===== src/rtl/hazard_scoreboard_if.sv =====
// ---------------------------------------------------------------------------
// hazard_scoreboard_if
// Bundles the ID-stage decode information and pipeline control outputs
// exchanged between the pipeline datapath and the hazard scoreboard.
//   master : pipeline side (drives ID_* / Flush / MemStall, reads controls)
//   slave  : scoreboard side (reads ID_* / Flush / MemStall, drives
//            Stall / Freeze / StallCount)
// ---------------------------------------------------------------------------
interface hazard_scoreboard_if #(
   parameter int REG_ADDR_W = 5,
   parameter int STAT_W     = 32
);
   logic                  ID_Valid;
   logic [REG_ADDR_W-1:0] ID_rs;
   logic [REG_ADDR_W-1:0] ID_rt;
   logic                  ID_UsesRs;
   logic                  ID_UsesRt;
   logic                  ID_Branch;
   logic                  ID_MemWrite;
   logic                  ID_RegWrite;
   logic                  ID_MemRead;
   logic [REG_ADDR_W-1:0] ID_Dest;
   logic                  Flush;
   logic                  MemStall;
   logic                  Stall;
   logic                  Freeze;
   logic [STAT_W-1:0]     StallCount;

   modport master (
      output ID_Valid, ID_rs, ID_rt, ID_UsesRs, ID_UsesRt, ID_Branch,
             ID_MemWrite, ID_RegWrite, ID_MemRead, ID_Dest, Flush, MemStall,
      input  Stall, Freeze, StallCount
   );

   modport slave (
      input  ID_Valid, ID_rs, ID_rt, ID_UsesRs, ID_UsesRt, ID_Branch,
             ID_MemWrite, ID_RegWrite, ID_MemRead, ID_Dest, Flush, MemStall,
      output Stall, Freeze, StallCount
   );
endinterface


===== src/rtl/hazard_scoreboard.sv =====
// ---------------------------------------------------------------------------
// hazard_scoreboard
// Per-register countdown scoreboard for a 5-stage pipeline. Each entry holds
// the number of cycles until the pending write to that register can be
// forwarded to a tolerance-0 consumer. The ID-stage instruction stalls when
// any source it reads is further away than its consumer class tolerates.
// Ports:
//   Clk  - rising-edge clock
//   Rst  - synchronous active-high reset (clears scoreboard and counter)
//   bus  - slave side of hazard_scoreboard_if:
//          in : ID_Valid, ID_rs, ID_rt, ID_UsesRs, ID_UsesRt, ID_Branch,
//               ID_MemWrite, ID_RegWrite, ID_MemRead, ID_Dest, Flush, MemStall
//          out: Stall (hold PC/IF_ID, bubble ID_EX), Freeze (= MemStall),
//               StallCount (saturating count of stalled cycles)
// ---------------------------------------------------------------------------
module hazard_scoreboard #(
   parameter int REG_ADDR_W = 5,
   parameter int ALU_LAT    = 1,
   parameter int LOAD_LAT   = 2,
   parameter int TOL_ALU    = 1,
   parameter int TOL_STORE  = 2,
   parameter int TOL_BRANCH = 0,
   parameter int CNT_W      = 2,
   parameter int STAT_W     = 32
) (
   input  logic              Clk,
   input  logic              Rst,
   hazard_scoreboard_if.slave bus
);

   localparam int NREG = 1 << REG_ADDR_W;

   // Counters must be able to hold the largest latency that gets loaded.
   if ((LOAD_LAT >= (1 << CNT_W)) || (ALU_LAT >= (1 << CNT_W))) begin : g_param_check
      $error("hazard_scoreboard: CNT_W=%0d cannot hold ALU_LAT=%0d / LOAD_LAT=%0d",
             CNT_W, ALU_LAT, LOAD_LAT);
   end

   localparam logic [31:0]      TOL_ALU_C    = 32'(TOL_ALU);
   localparam logic [31:0]      TOL_STORE_C  = 32'(TOL_STORE);
   localparam logic [31:0]      TOL_BRANCH_C = 32'(TOL_BRANCH);
   localparam logic [CNT_W-1:0] ALU_LAT_C    = CNT_W'(ALU_LAT);
   localparam logic [CNT_W-1:0] LOAD_LAT_C   = CNT_W'(LOAD_LAT);

   logic [CNT_W-1:0]  cnt_reg  [NREG];
   logic [CNT_W-1:0]  cnt_next [NREG];
   logic [STAT_W-1:0] stat_reg;

   logic [31:0] tol_rs;
   logic [31:0] tol_rt;
   logic [31:0] cnt_rs;
   logic [31:0] cnt_rt;
   logic        slot_live;
   logic        hazard;
   logic        stall;
   logic        issue;
   logic [CNT_W-1:0] load_val;

   // Consumer-class tolerance: branches/jr compare in ID, store data is only
   // needed at MEM, everything else is forwarded into EX.
   always_comb begin
      tol_rs = TOL_ALU_C;
      tol_rt = TOL_ALU_C;
      if (bus.ID_Branch) begin
         tol_rs = TOL_BRANCH_C;
         tol_rt = TOL_BRANCH_C;
      end else if (bus.ID_MemWrite) begin
         tol_rt = TOL_STORE_C;
      end
   end

   assign cnt_rs = 32'(cnt_reg[bus.ID_rs]);
   assign cnt_rt = 32'(cnt_reg[bus.ID_rt]);

   assign slot_live = bus.ID_Valid & ~bus.Flush;
   assign hazard    = slot_live &
                      ((bus.ID_UsesRs & (cnt_rs > tol_rs)) |
                       (bus.ID_UsesRt & (cnt_rt > tol_rt)));
   // Stall is masked while reset is held so the controls are clean before the
   // scoreboard has been cleared.
   assign stall     = hazard & ~bus.MemStall & ~Rst;
   assign issue     = slot_live & ~stall & ~bus.MemStall & bus.ID_RegWrite &
                      (bus.ID_Dest != '0);
   assign load_val  = bus.ID_MemRead ? LOAD_LAT_C : ALU_LAT_C;

   // Next value per entry. r0 never tracks a write. A fresh issue overrides
   // the decrement (later writer wins, no max). A stalled cycle still counts
   // down because the bubble lets older instructions advance.
   for (genvar gi = 0; gi < NREG; gi++) begin : g_entry
      if (gi == 0) begin : g_zero
         assign cnt_next[gi] = '0;
      end else begin : g_live
         always_comb begin
            cnt_next[gi] = cnt_reg[gi];
            if (!bus.MemStall) begin
               if (issue && (bus.ID_Dest == REG_ADDR_W'(gi)))
                  cnt_next[gi] = load_val;
               else if (cnt_reg[gi] != '0)
                  cnt_next[gi] = cnt_reg[gi] - 1'b1;
            end
         end
      end
   end

   always_ff @(posedge Clk) begin
      if (Rst) begin
         for (int r = 0; r < NREG; r++)
            cnt_reg[r] <= '0;
         stat_reg <= '0;
      end else begin
         for (int r = 0; r < NREG; r++)
            cnt_reg[r] <= cnt_next[r];
         if (stall && (stat_reg != '1))
            stat_reg <= stat_reg + 1'b1;
      end
   end

   assign bus.Stall      = stall;
   assign bus.Freeze     = bus.MemStall;
   assign bus.StallCount = stat_reg;

endmodule


===== src/flat_wrapper.sv =====
// flat-port wrapper written by rule: the top's interface ports become plain ports
module hazard_scoreboard_flat 
#(
   parameter int REG_ADDR_W = 5,
   parameter int ALU_LAT    = 1,
   parameter int LOAD_LAT   = 2,
   parameter int TOL_ALU    = 1,
   parameter int TOL_STORE  = 2,
   parameter int TOL_BRANCH = 0,
   parameter int CNT_W      = 2,
   parameter int STAT_W     = 32
)
  (Clk, Rst, bus_ID_Valid, bus_ID_rs, bus_ID_rt, bus_ID_UsesRs, bus_ID_UsesRt, bus_ID_Branch, bus_ID_MemWrite, bus_ID_RegWrite, bus_ID_MemRead, bus_ID_Dest, bus_Flush, bus_MemStall, bus_Stall, bus_Freeze, bus_StallCount);
  hazard_scoreboard_if #(.REG_ADDR_W(REG_ADDR_W), .STAT_W(STAT_W)) bus_i ();
  input  logic Clk;
  input  logic Rst;
  input wire logic [$bits(bus_i.ID_Valid)-1:0] bus_ID_Valid;
  input wire logic [$bits(bus_i.ID_rs)-1:0] bus_ID_rs;
  input wire logic [$bits(bus_i.ID_rt)-1:0] bus_ID_rt;
  input wire logic [$bits(bus_i.ID_UsesRs)-1:0] bus_ID_UsesRs;
  input wire logic [$bits(bus_i.ID_UsesRt)-1:0] bus_ID_UsesRt;
  input wire logic [$bits(bus_i.ID_Branch)-1:0] bus_ID_Branch;
  input wire logic [$bits(bus_i.ID_MemWrite)-1:0] bus_ID_MemWrite;
  input wire logic [$bits(bus_i.ID_RegWrite)-1:0] bus_ID_RegWrite;
  input wire logic [$bits(bus_i.ID_MemRead)-1:0] bus_ID_MemRead;
  input wire logic [$bits(bus_i.ID_Dest)-1:0] bus_ID_Dest;
  input wire logic [$bits(bus_i.Flush)-1:0] bus_Flush;
  input wire logic [$bits(bus_i.MemStall)-1:0] bus_MemStall;
  output wire logic [$bits(bus_i.Stall)-1:0] bus_Stall;
  output wire logic [$bits(bus_i.Freeze)-1:0] bus_Freeze;
  output wire logic [$bits(bus_i.StallCount)-1:0] bus_StallCount;
  assign bus_i.ID_Valid = bus_ID_Valid;
  assign bus_i.ID_rs = bus_ID_rs;
  assign bus_i.ID_rt = bus_ID_rt;
  assign bus_i.ID_UsesRs = bus_ID_UsesRs;
  assign bus_i.ID_UsesRt = bus_ID_UsesRt;
  assign bus_i.ID_Branch = bus_ID_Branch;
  assign bus_i.ID_MemWrite = bus_ID_MemWrite;
  assign bus_i.ID_RegWrite = bus_ID_RegWrite;
  assign bus_i.ID_MemRead = bus_ID_MemRead;
  assign bus_i.ID_Dest = bus_ID_Dest;
  assign bus_i.Flush = bus_Flush;
  assign bus_i.MemStall = bus_MemStall;
  assign bus_Stall = bus_i.Stall;
  assign bus_Freeze = bus_i.Freeze;
  assign bus_StallCount = bus_i.StallCount;
  hazard_scoreboard #(.REG_ADDR_W(REG_ADDR_W), .ALU_LAT(ALU_LAT), .LOAD_LAT(LOAD_LAT), .TOL_ALU(TOL_ALU), .TOL_STORE(TOL_STORE), .TOL_BRANCH(TOL_BRANCH), .CNT_W(CNT_W), .STAT_W(STAT_W)) u_core (.Clk(Clk), .Rst(Rst), .bus(bus_i));
endmodule

===== config.mk =====
export PLATFORM = sky130hd
export DESIGN_NAME = hazard_scoreboard_flat
export DESIGN_NICKNAME = d
export VERILOG_FILES = /design/src/rtl/hazard_scoreboard_if.sv /design/src/rtl/hazard_scoreboard.sv /design/src/flat_wrapper.sv
export SDC_FILE = /design/constraint.sdc
export NUM_CORES = 1
export LEC_CHECK = 0
export BUFFER_PORTS_ARGS = -buffer_cell sky130_fd_sc_hd__buf_2
export CAP_MARGIN = 5
export CORE_ASPECT_RATIO = 0.7
export CORE_MARGIN = 4
export CORE_UTILIZATION = 45
export CTS_CLUSTER_SIZE = 25
export DETAILED_ROUTE_END_ITERATION = 8
export GPL_TIMING_DRIVEN = 0
export SLEW_MARGIN = 30
export SYNTH_ARGS = -nofsm -noshare
export SYNTH_HDL_FRONTEND = slang
export SYNTH_SLANG_ARGS = --single-unit

===== constraint.sdc =====
create_clock -name Clk -period 11 [get_ports Clk]
set_input_delay 0.55 -clock Clk [delete_from_list [all_inputs] [get_ports Clk]]
set_output_delay 0.55 -clock Clk [all_outputs]
set_load 0.05 [all_outputs]

==> results of run 1 <==
## per-stage QoR
step	total power [mW]	cell area, sq um	util [%]	setup slack, ns
final	1.372	7946	51.27	5.219
after CTS	1.354	7933	51.18	5.447
after global placement	1.012	7615	49.13	5.100
after floorplan	0.8803	7104	-	6.428
after detailed placement	1.019	7622	49.18	5.096
after global routing	1.462	7944	51.25	5.018
## synthesized netlist by cell type, drive strengths merged (4+ instances only)
library cell / n / share of area, %
a21oi: 90 / 6.4
o21ai: 31 / 2.2
and2: 21 / 1.8
a211oi: 10 / 1.1
inv: 75 / 4.0
a22oi: 5 / 0.53
o32ai: 6 / 0.74
a21o: 5 / 0.53
nor2b: 4 / 0.35
nor3: 35 / 2.5
o31ai: 21 / 2.2
nor2: 35 / 1.8
nor3b: 14 / 1.5
nand2: 68 / 3.6
ha: 35 / 6.2
nand4: 21 / 1.8
o211ai: 9 / 0.95
clkbuf: 34 / 1.8
mux2i: 15 / 2.1
a2111oi: 4 / 0.78
mux4: 31 / 10
a32oi: 4 / 0.49
nand3: 26 / 1.9
dfxtp: 94 / 26
or3: 23 / 2.0
mux2: 7 / 1.1
a31oi: 23 / 2.0
buf: 24 / 2.1
or4: 18 / 1.9
o21bai: 4 / 0.42
and3: 19 / 1.7
and4: 4 / 0.49
o22ai: 14 / 1.3
## per-layer routing
layer,vias to the layer above,track usage (%)
li1,3423,-
met1,3529,45.60
met2,473,38.50
met3,64,12.35
met4,2,8.920
met5,-,2.801
## power by group through the flow
stage | Combinational [mW] | Clock, mW | Sequential [mW]
after floorplan | 0.417 | 0 | 0.463
after global placement | 0.509 | 0 | 0.503
after detailed placement | 0.515 | 0 | 0.504
after CTS | 0.518 | 0.339 | 0.497
after global routing | 0.596 | 0.355 | 0.512
final | 0.531 | 0.336 | 0.505
## kinds of logic (layout without fill, tap and decap cells)
kind of cell | count (synthesis) | in the layout | synth area share [%]
fa+ha+maj | 35 | 35 | 6.164
xor+xnor | 2 | 2 | 0.2466
flops | 94 | 94 | 26.49
buf+inv | 134 | 203 | 7.978
compound gates | 248 | 248 | 22.58
other cells | 0 | 1 | 0
mux | 53 | 53 | 13.47
simple gates | 302 | 302 | 23.07
## critical path, stage by stage
cell	delay (ns)
clkbuf_1	0.57
clkbuf_1	0.63
mux4_2	0.65
mux4_2	0.49
mux2i_1	0.32
ha_1	0.31
a211oi_1	0.55
a211oi_1	0.24
nand2_1	0.16
clkbuf_1	0.54
clkbuf_1	0.70
o21ai_0	0.17
a31oi_1	0.18
## worst min path at each step
| stage | startpoint | endpoint | slack [ns] | depth (start not counted) |
|---|---|---|---|---|
| 2_1_floorplan | u_core.cnt_reg[10][1]$_SDFFE_PP0P_ | u_core.cnt_reg[10][1]$_SDFFE_PP0P_ | 0.46 | 2 |
| 4_1_cts | u_core.bus.StallCount[15]$_SDFFE_PP0P_ | u_core.bus.StallCount[15]$_SDFFE_PP0P_ | 0.50 | 2 |
| 3_3_place_gp | u_core.bus.StallCount[26]$_SDFFE_PP0P_ | u_core.bus.StallCount[26]$_SDFFE_PP0P_ | 0.49 | 2 |
| 6_report | u_core.bus.StallCount[15]$_SDFFE_PP0P_ | u_core.bus.StallCount[15]$_SDFFE_PP0P_ | 0.49 | 2 |
| 3_5_place_dp | u_core.bus.StallCount[15]$_SDFFE_PP0P_ | u_core.bus.StallCount[15]$_SDFFE_PP0P_ | 0.49 | 2 |
| 5_1_grt | u_core.bus.StallCount[13]$_SDFFE_PP0P_ | u_core.bus.StallCount[13]$_SDFFE_PP0P_ | 0.52 | 2 |
## cell type report
cell class,instances,share of cell area [%]
antenna,1,0.03149
buffer,58,3.543
clock buffer,12,3.228
clock inverter,4,0.6771
inverter,76,3.590
multi-input combinational,640,58.68
sequential,94,23.68
tap,200,3.149
timing repair buffer,53,3.417
==> results.md, run 1 <==
- Total CTS buffers: 9
- Antenna viol nets, final: 0
- Layout cell share with drive strength beyond 1: 13.98%
- Ys Warns: 0
- Die area: between 0.015 and 0.02 sq mm
- GP Congestion: 1.029
- Clk slew on worst S/H paths: 0.07 ns
- Synth async-reset ratio: 0%
- CTS Hold Bufs: 0
- Mapped Avg Cell Area: 8.185 sq um
- Power Internal: 0.8517 mW
- CTS Sinks: 94
- Max rail drop VDD: 0.08335 mV
- Commonest non-fill, non-tap cell in the layout: dfxtp_1
- Netlist Area Pre-Place: 0.007104 sq mm
- Nets: 993
- Net Sw Power: 0.5202 mW
- Reg2reg setup slack: 6.19 ns
- Startpoint types: input port
- Gr ovfl total: 0
- Horiz. Die Dim: 158.2 um
- Setup bufs post-CTS: 0
- Non-Filler Instances: between 1k and 1.5k
- Placed cell count: 1120
- Fmax: around 0.17 GHz
- Global-route wire length before repair: between 40000 and 50000 um
- WL met2: 10130 um
- DRT Pass-1 Iters: 6
- WL final: about 27000 um
- Critical R2R Launch: u_core.cnt_reg[14][1]$_SDFFE_PP0P_
- Area Overhead vs Synth: 11.85%
- # rows: 38
- Hold WC Path Type: flip-flop to flip-flop
- Actual slew at the worst max-slew pin: 1.007 ns
- Setup Crit Path Kind: input port to flip-flop
- Fin Setup TNS: 0 ns
- Root buffer cell: clkbuf_16
- I/O Pins: 60
- Max FO, Critical Path: 10
- P_leak: approximately 2.9 nW
- # setup viols final: 0
- Syn nets: 929
- Clk pwr share: roughly 25%
- Max reg flops: slightly above 60
- PortBufs: 52
- CTS tree: done
- Residual DRC: 0
- Worst r2r path cells: 13
- Initial antenna violation count: 0
- Worst Setup SP: bus_ID_rt[0]
- Final Hold Slack: 0.4937 ns
- Worst endpoint required time: 11.29 ns
- Wire per inst: 23.78 um
- Via density: 6.583
- Final Hold Vio Count: 0
- Wire length on met1: 12190 um
- Tot GR Track Use: 30.24%
- Crit share post-route: 52.55%
- Multi-input logic area: 0.004663 sq mm
- Reg area: between 0.0015 and 0.002 sq mm
- Synth Flop Type: dfxtp_1
- Power density cells: ~170 mW/mm^2
- CP Data Arrival Time: 6.07 ns
- FF+latch count, synth: 94
- Vias in the first global route: 6774
- Fin. max-slew vios: 0
- Post-synth EDFFs: 0
- Max-slew headroom: about a third
- Top sig layer: met5
- Initial DRC count: 981
- Mapped Cells: 868
- HPWL Detailed: 19770 um
- Starting Density: approximately 46%
- DIE HEIGHT: 113.1 um
- Seq pwr share: 36.8%
- RSZ-0062 raised after global routing: no
- Setup crit end: u_core.cnt_reg[6][0]$_SDFFE_PP0P_
- Crit end category: flip-flop
- Worst Skew: 0.008276 ns
- WL met3: 3993 um
- H-tree depth: 3
- Post-synthesis cell type count: 70
- Pin count of the biggest net entering global routing: 16
- Core footprint: 0.01550 sq mm
- Sequential area share after synthesis: 26.49%
- Sw frac: a little under two fifths
- Maxcap violations: 0
- Fill count: 1489
- Capturing point of the worst reg2reg path: u_core.cnt_reg[6][0]$_SDFFE_PP0P_
- Most frequent cells in the layout: dfxtp_1 (94), a21oi_1 (89), inv_1 (75), nand2_1 (68), buf_2 (65)
- Clock buffer depth: 2
- Tmin final: between 5 and 6 ns
- Logic gate share of total power: between 30 and 40%
- Later-pin clock latency in the skew report: 0.36 ns
- Vias: 7491
- Post-cts gate resize count: 0
- Status: complete, no violations
No activity file was read; power rests on OpenSTA's default activity.
==> inputs of run 2 (changes only) <==
ABC_AREA = 1   (was unset)
PLACE_DENSITY = 0.65   (was unset)
clock period = 4.7 ns   (was 11 ns; I/O delays follow)
==> results.md, run 2 <==
- RSZ-0062 raised after global routing: no (unchanged)
- Crit end category: flip-flop (unchanged)
- Setup Crit Path Kind: input port to flip-flop (unchanged)
- Fin. max-slew vios: 0 (unchanged)
- Power Internal: 1.511 mW (was 0.8517 mW)
- Slowest CP cell: clkbuf_1 (unchanged)
- Top-count cell post-synth: nand2_1 (was dfxtp_1)
- Via density: 5.513 (was 6.583)
- Die area: 0.01834 sq mm (was 0.01789 sq mm)
- Wire per inst: 17.73 um (was 23.78 um)
- Mapped Cells: 1231 (was 868)
- Area Overhead vs Synth: 11.53% (was 11.85%)
- Capturing point of the worst reg2reg path: u_core.cnt_reg[30][1]$_SDFFE_PP0P_ (was u_core.cnt_reg[6][0]$_SDFFE_PP0P_)
- I/O Pins: 60 (unchanged)
- Tot GR Track Use: 28.59% (was 30.24%)
- Nets: 1357 (was 993)
- Max-slew headroom: 54.15% (was 32.85%)
- CTS tree: done (unchanged)
- Commonest non-fill, non-tap cell in the layout: nand2_1 (was dfxtp_1)
- Post-synth EDFFs: 0 (unchanged)
- Clock buffer depth: 2 (unchanged)
- Sw frac: 33.46% (was 37.92%)
- Residual DRC: 0 (unchanged)
- Worst r2r path cells: 19 (was 13)
- P_leak: 3.707 nW (was 2.885 nW)
- Multi-input logic area: 0.004673 sq mm (was 0.004663 sq mm)
- Post-synthesis cell type count: 39 (was 70)
- Starting Density: 46.49% (was 45.83%)
- Initial DRC count: 1047 (was 981)
- Max reg flops: 62 (unchanged)
- Power density cells: 279.2 mW/mm^2 (was 172.6 mW/mm^2)
- Setup bufs post-CTS: 0 (unchanged)
- Root buffer cell: clkbuf_16 (unchanged)
- Final worst setup slack: 0.9987 ns (was 5.219 ns)
- Netlist Area Pre-Place: 0.007294 sq mm (was 0.007104 sq mm)
- Synth area leader: dfxtp_1 (unchanged)
- Crit share post-route: 78.75%
- Initial antenna violation count: 0 (unchanged)
- N_diodes: 0 (was 1)
- HPWL Detailed: 20610 um (was 19770 um)
- Most frequent cells in the layout: nand2_1 (388), nor2_1 (149), inv_1 (114), a21oi_1 (104), dfxtp_1 (94) (was dfxtp_1 (94), a21oi_1 (89), inv_1 (75), nand2_1 (68), buf_2 (65))
- # rows: 38 (unchanged)
- Core footprint: 0.01569 sq mm (was 0.01550 sq mm)
- Fin Setup TNS: 0 ns (unchanged)
- Non-Filler Instances: 1501 (was 1138)
- Vias in the first global route: 7112 (was 6774)
- Sequential area share after synthesis: 25.80% (was 26.49%)
- Antenna viol nets, final: 0 (unchanged)
- FF+latch count, synth: 94 (unchanged)
- Clk slew on worst S/H paths: 0.07 ns (about the same)
- H-tree depth: 3 (unchanged)
- Max FO, Critical Path: 10 (unchanged)
- DIE HEIGHT: 114.5 um (was 113.1 um)
- CP Data Arrival Time: 4.00 ns (was 6.07 ns)
- Setup crit end: u_core.cnt_reg[30][1]$_SDFFE_PP0P_ (was u_core.cnt_reg[6][0]$_SDFFE_PP0P_)
- DRT Pass-1 Iters: 7 (was 6)
- Final Hold Vio Count: 0 (unchanged)
- Status: complete, no violations (unchanged)
- Pin count of the biggest net entering global routing: 17 (was 16)
- Seq pwr share: 39.3% (was 36.8%)
- Reg2reg setup slack: 1.50 ns (was 6.19 ns)
- Commonest cells post-synth: nand2_1 (388), nor2_1 (149), inv_1 (114), a21oi_1 (104), dfxtp_1 (94) (was dfxtp_1 (94), a21oi_1 (89), inv_1 (75), nand2_1 (68))
- Total power: 2.271 mW (was 1.372 mW)
- GP Congestion: 1.095 (was 1.029)
- Worst endpoint required time: 5.00 ns (was 11.29 ns)
- Syn nets: 1292 (was 929)
- CTS Sinks: 94 (unchanged)
- Actual slew at the worst max-slew pin: 0.6878 ns (was 1.007 ns)
- Mapped Avg Cell Area: 5.926 sq um (was 8.185 sq um)
- Yosys top cell area share: 25.80% (was 26.49%)
- Critical path's most frequent cell: nand2_1 (was clkbuf_1)
- WL final: 26620 um (was 27070 um)
- Gr ovfl total: 0 (unchanged)
- Tmin final: 3.701 ns
- Max rail drop VDD: 0.1671 mV (was 0.08335 mV)
- Logic gate share of total power: 24.6% (was 38.7%)
- Worst Skew: 0.006493 ns (was 0.008276 ns)
- Hold Crit Start: bus_MemStall (was u_core.bus.StallCount[15]$_SDFFE_PP0P_)
- Fmax: around 0.27 GHz
- # setup viols final: 0 (unchanged)
- Critical R2R Launch: u_core.cnt_reg[31][1]$_SDFFE_PP0P_ (was u_core.cnt_reg[14][1]$_SDFFE_PP0P_)
- Worst path cell trace: clkbuf_1, clkinv_1, clkbuf_1, o21ai_0, a21oi_1, o21ai_0, nand3_1, a32oi_1, ha_1, inv_1, nor2_1, o211ai_1, nand2_1, nand2_2, buf_6, nand3_1, nand2_1, nand2_1, nand2_1, nand2_1, nor2_1 (was clkbuf_1, clkbuf_1, mux4_2, mux4_2, mux2i_1, ha_1, a211oi_1, a211oi_1, nand2_1, clkbuf_1, clkbuf_1, o21ai_0, a31oi_1)
- Fill count: 1695 (was 1489)
- Ys Warns: 0 (unchanged)
- Synth Flop Type: dfxtp_1 (unchanged)
- Placed cell count: 1485 (was 1120)
- Global-route wire length before repair: 40590 um (was 40850 um)
- Post-place setup slack: 0.7324 ns (was 5.096 ns)
- Hold WC Path Type: input port to flip-flop (was flip-flop to flip-flop)
- Worst Setup SP: bus_ID_rt[0] (unchanged)
- Total CTS buffers: 9 (unchanged)
- Layout cell share with drive strength beyond 1: 10.38% (was 13.98%)
- Synth async-reset ratio: 0% (unchanged)
- Synth area leaders: dfxtp_1 (26%), nand2_1 (20%), nor2_1 (7.7%), a21oi_1 (7.1%), ha_1 (6.0%) (was dfxtp_1 (26%), mux4_2 (7.3%), a21oi_1 (6.3%), ha_1 (6.2%), inv_1 (4.0%))
- Vias: 8275 (was 7491)
- Post-cts gate resize count: 0 (unchanged)
- Clk pwr share: 36.1% (was 24.5%)
- Horiz. Die Dim: 160.2 um (was 158.2 um)
- Net Sw Power: 0.7600 mW (was 0.5202 mW)
- Post-layout util: 51.85% (was 51.27%)
- CTS Hold Bufs: 0 (unchanged)
- Later-pin clock latency in the skew report: 0.36 ns (about the same)
- Reg area: 0.001882 sq mm (unchanged)
- PortBufs: 54 (was 52)
- Startpoint types: input port (unchanged)
- CP peak stage delay: 0.38 ns (was 0.70 ns)
- Maxcap violations: 0 (unchanged)
-- run 2: cell count changes after synthesis, moves of 20 or more --
cell     delta
o21ai_0    +56
and2_1     -21
inv_1      +39
or3_1      -23
nand3_1    +40
a31oi_1    -20
nand2_1   +320
mux4_2     -23
nor2_1    +114
-- run 2: power groups by stage --
stage	Combinational (mW)	Sequential [mW]	Clock [mW]
CTS	0.547	0.891	0.837
detailed placement	0.544	0.910	0
global route	0.640	0.898	0.871
finish	0.558	0.893	0.820
floorplan	0.410	0.896	0
global placement	0.537	0.910	0
-- run 2: through the flow --
step | hold slack [ns] | area [sq um]
floorplan | 0.3974 | 7295
global placement | 0.4577 | 7815
detailed placement | 0.4633 | 7815
CTS | 0.2269 | 8135
global route | 0.2513 | 8135
finish | 0.2398 | 8135
-- run 2: critical path, delay by kind of cell --
family                   cells  cell delay [ns]
AO/OA/AOI/OAI                5             1.00
adder cells (fa/ha/maj)      1             0.27
buffers and inverters        5             1.21
AND/OR/NAND/NOR             10             1.26
-- run 2: worst min path at each step --
stage / end / slack [ns] / depth (start not counted)
after floorplan: u_core.cnt_reg[11][0]$_SDFFE_PP0P_ / 0.40 / 3
after global placement: u_core.cnt_reg[11][0]$_SDFFE_PP0P_ / 0.46 / 2
after detailed placement: u_core.cnt_reg[11][0]$_SDFFE_PP0P_ / 0.46 / 2
after CTS: u_core.cnt_reg[20][0]$_SDFFE_PP0P_ / 0.23 / 4
after global routing: u_core.cnt_reg[11][0]$_SDFFE_PP0P_ / 0.25 / 4
final: u_core.cnt_reg[20][0]$_SDFFE_PP0P_ / 0.24 / 4
-- run 2: kinds of logic after synthesis --
family	count (synthesis)	share of synthesized area [%]
AND/OR/NAND/NOR	712	41.99
AO/OA/AOI/OAI	203	14.39
buffers and inverters	173	10.14
flip-flops	94	25.80
adder cells (fa/ha/maj)	35	6.003
XOR/XNOR	14	1.681
-- run 2: routing by layer --
layer | track usage (%) | share of wire (%)
met4 | 7.049 | 1.5
met2 | 38.14 | 37
met3 | 7.953 | 11
met5 | 0 | 0
met1 | 44.38 | 50
-- run 2: area by class of cell --
class,count,share of cell area (%)
clock inverter,6,1.123
inverter,119,5.521
tap,200,3.076
multi-input combinational,964,57.44
timing repair buffer,54,3.322
buffer,54,3.568
sequential,94,23.13
clock buffer,10,2.815
==> inputs of run 3 (changes only) <==
clock period = 3.15 ns   (was 4.7 ns; I/O delays follow)
==> results.md, run 3 (synthesis results as in run 2) <==
- Core footprint: 0.01569 sq mm (unchanged)
- Capturing point of the worst reg2reg path: u_core.bus.StallCount[27]$_SDFFE_PP0P_ (was u_core.cnt_reg[30][1]$_SDFFE_PP0P_)
- Worst Skew: 0.007740 ns (was 0.006493 ns)
- Clk slew on worst S/H paths: 0.07 ns (about the same)
- Worst r2r path cells: 17 (was 19)
- WL met3: 3131 um (was 3037 um)
- Hold Crit Start: bus_MemStall (unchanged)
- Initial antenna violation count: 0 (unchanged)
- Delay-heaviest family, CP: buffers and inverters (was simple AND/OR/NAND/NOR gates)
- Tot GR Track Use: 28.58% (was 28.59%)
- Power density cells: 412.3 mW/mm^2 (was 279.2 mW/mm^2)
- Worst Setup SP: bus_ID_rs[0] (was bus_ID_rt[0])
- Most frequent cells in the layout: nand2_1 (387), nor2_1 (149), inv_1 (113), a21oi_1 (103), dfxtp_1 (94) (was nand2_1 (388), nor2_1 (149), inv_1 (114), a21oi_1 (104), dfxtp_1 (94))
- Total power: 3.405 mW (was 2.271 mW)
- Die area: 0.01834 sq mm (unchanged)
- Post-layout util: 52.64% (was 51.85%)
- Hold path cells: 4 (unchanged)
- WL met2: 10070 um (was 9945 um)
- I/O Pins: 60 (unchanged)
- Worst endpoint required time: 2.99 ns (was 5.00 ns)
- CTS Hold Bufs: 0 (unchanged)
- Max-slew headroom: 54.78% (was 54.15%)
- P_leak: 3.767 nW (was 3.707 nW)
- Crit end category: output pin (was flip-flop)
- Later-pin clock latency in the skew report: 0.36 ns (about the same)
- Hold WC Path Type: input port to flip-flop (unchanged)
- Worst path cell trace: buf_6, inv_4, buf_6, clkbuf_2, a21oi_1, o21ai_1, a31oi_1, a32o_1, ha_1, or2_2, nand3_1, nand2_1, nand2_2, nand2_4, inv_1, buf_4 (was clkbuf_1, clkinv_1, clkbuf_1, o21ai_0, a21oi_1, o21ai_0, nand3_1, a32oi_1, ha_1, inv_1, nor2_1, o211ai_1, nand2_1, nand2_2, buf_6, nand3_1, nand2_1, nand2_1, nand2_1, nand2_1, nor2_1)
- Commonest non-fill, non-tap cell in the layout: nand2_1 (unchanged)
- PortBufs: 54 (unchanged)
- Crit share post-route: 96.71%
- Max FO, Critical Path: 10 (unchanged)
- Top sig layer: met4 (unchanged)
- Critical path's most frequent cell: buf_6 (was nand2_1)
- Startpoint types: input port (unchanged)
- Residual DRC: 0 (unchanged)
- Nets: 1359 (was 1357)
- H-tree depth: 3 (unchanged)
- Reg2reg setup slack: 0.15 ns (was 1.50 ns)
- Global-route wire length before repair: 40570 um (was 40590 um)
- CP Data Arrival Time: 2.89 ns (was 4.00 ns)
- Antenna viol nets, final: 0 (unchanged)
- Vias: 8348 (was 8275)
- Tmin final: a little over 3 ns
- Fmax: 0.3283 GHz
- Critical R2R Launch: u_core.cnt_reg[30][0]$_SDFFE_PP0P_ (was u_core.cnt_reg[31][1]$_SDFFE_PP0P_)
- Total CTS buffers: 9 (unchanged)
- Maxcap violations: 0 (unchanged)
- Cell count along the critical path: 16 (was 21)
- Setup Crit Path Kind: input port to output pin (was input port to flip-flop)
- Max reg flops: 62 (unchanged)
- CTS Sinks: 94 (unchanged)
- DRT Pass-1 Iters: 6 (was 7)
- Wire per inst: 17.76 um (was 17.73 um)
- Wire length on met1: 13080 um (was 13230 um)
- CP peak stage delay: 0.31 ns (was 0.38 ns)
- Vias in the first global route: 7120 (was 7112)
- Gr ovfl total: 0 (unchanged)
- Max rail drop VDD: 0.2501 mV (was 0.1671 mV)
- Final Hold Vio Count: 0 (unchanged)
- Crit path buffers/inverters: 6 (was 5)
- Starting Density: 46.49% (unchanged)
- Actual slew at the worst max-slew pin: 0.6783 ns (was 0.6878 ns)
- Initial DRC count: 1146 (was 1047)
- Pin count of the biggest net entering global routing: 17 (unchanged)
- WL final: 26690 um (was 26620 um)
- DIE HEIGHT: 114.5 um (unchanged)
- Slowest CP cell: clkbuf_2 (was clkbuf_1)
- Horiz. Die Dim: 160.2 um (unchanged)
- Layout cell share with drive strength beyond 1: 12.05% (was 10.38%)
- Status: complete, no violations (unchanged)
- Via density: 5.554 (was 5.513)
- Area Overhead vs Synth: 13.22% (was 11.53%)
- Clock buffer depth: 2 (unchanged)
- HPWL Detailed: 20610 um (unchanged)
- Root buffer cell: clkbuf_16 (unchanged)
- # setup viols final: 0 (unchanged)
- GP Congestion: 1.095 (unchanged)
- Fin. max-slew vios: 0 (unchanged)
- # rows: 38 (unchanged)
- N_diodes: 0 (unchanged)
- Setup crit end: bus_Stall (was u_core.cnt_reg[30][1]$_SDFFE_PP0P_)
- CTS tree: done (unchanged)
- RSZ-0062 raised after global routing: yes (was no)
-- run 3: power breakdown --
part	internal [mW]	switching, mW
Combinational	0.288	0.561
Clock	0.703	0.520
Sequential	1.27	0.0601
Total	2.26	1.14
-- run 3: worst min path at each step --
stage / end
floorplan: u_core.cnt_reg[11][0]$_SDFFE_PP0P_
global placement: u_core.cnt_reg[11][0]$_SDFFE_PP0P_
detailed placement: u_core.cnt_reg[11][0]$_SDFFE_PP0P_
CTS: u_core.cnt_reg[20][0]$_SDFFE_PP0P_
global route: u_core.cnt_reg[11][0]$_SDFFE_PP0P_
finish: u_core.cnt_reg[20][0]$_SDFFE_PP0P_
-- run 3: worst reg2reg max path, delay by kind of cell, from the launching register on --
family | cells | cell delay (ns)
buffers and inverters | 2 | 0.38
adders and majority gates | 1 | 0.26
and+or+nand+nor | 7 | 0.84
DFF | 1 | 0.38
AOI/OAI and AO/OA | 7 | 1.04
-- run 3: stage by stage --
step / instances / setup TNS [ns] / setup slack (ns) / area (sq um) / hold slack (ns)
floorplan: 1231 / 0 / 0.001034 / 7295 / 0.3199
global placement: 1485 / -63.57 / -0.7887 / 7815 / 0.4577
detailed placement: 1485 / -60.06 / -0.7401 / 7815 / 0.4633
CTS: 1501 / 0 / 0.008477 / 8149 / 0.1494
global route: 1503 / -0.1366 / -0.02195 / 8259 / 0.1759
finish: 1503 / 0 / 0.1037 / 8259 / 0.1537
-- run 3: metal layers --
metal | GRT usage, % | vias up
met5 | 0 | -
met4 | 7.221 | 0
met3 | 8.024 | 40
met2 | 38.05 | 438
met1 | 44.30 | 3734
li1 | - | 4136
-- run 3: what timing repair did --
action / in CTS / in global routing
endpoints found under the setup margin: 91 / 92
setup buffers: 0 / 2
pin swaps: 0 / 5
resized for setup: 11 / 41
-- run 3: layout make-up --
type / count / area, sq um
Clock inverter: 6 / 91.34
Inverter: 119 / 454.2
Timing Repair Buffer: 56 / 290.3
Sequential cell: 94 / 1882
Tap cell: 200 / 250.2
Fill cell: 1675 / 7431
Clock buffer: 10 / 229.0
Buffer: 54 / 331.6
Multi-Input combinational cell: 964 / 4731
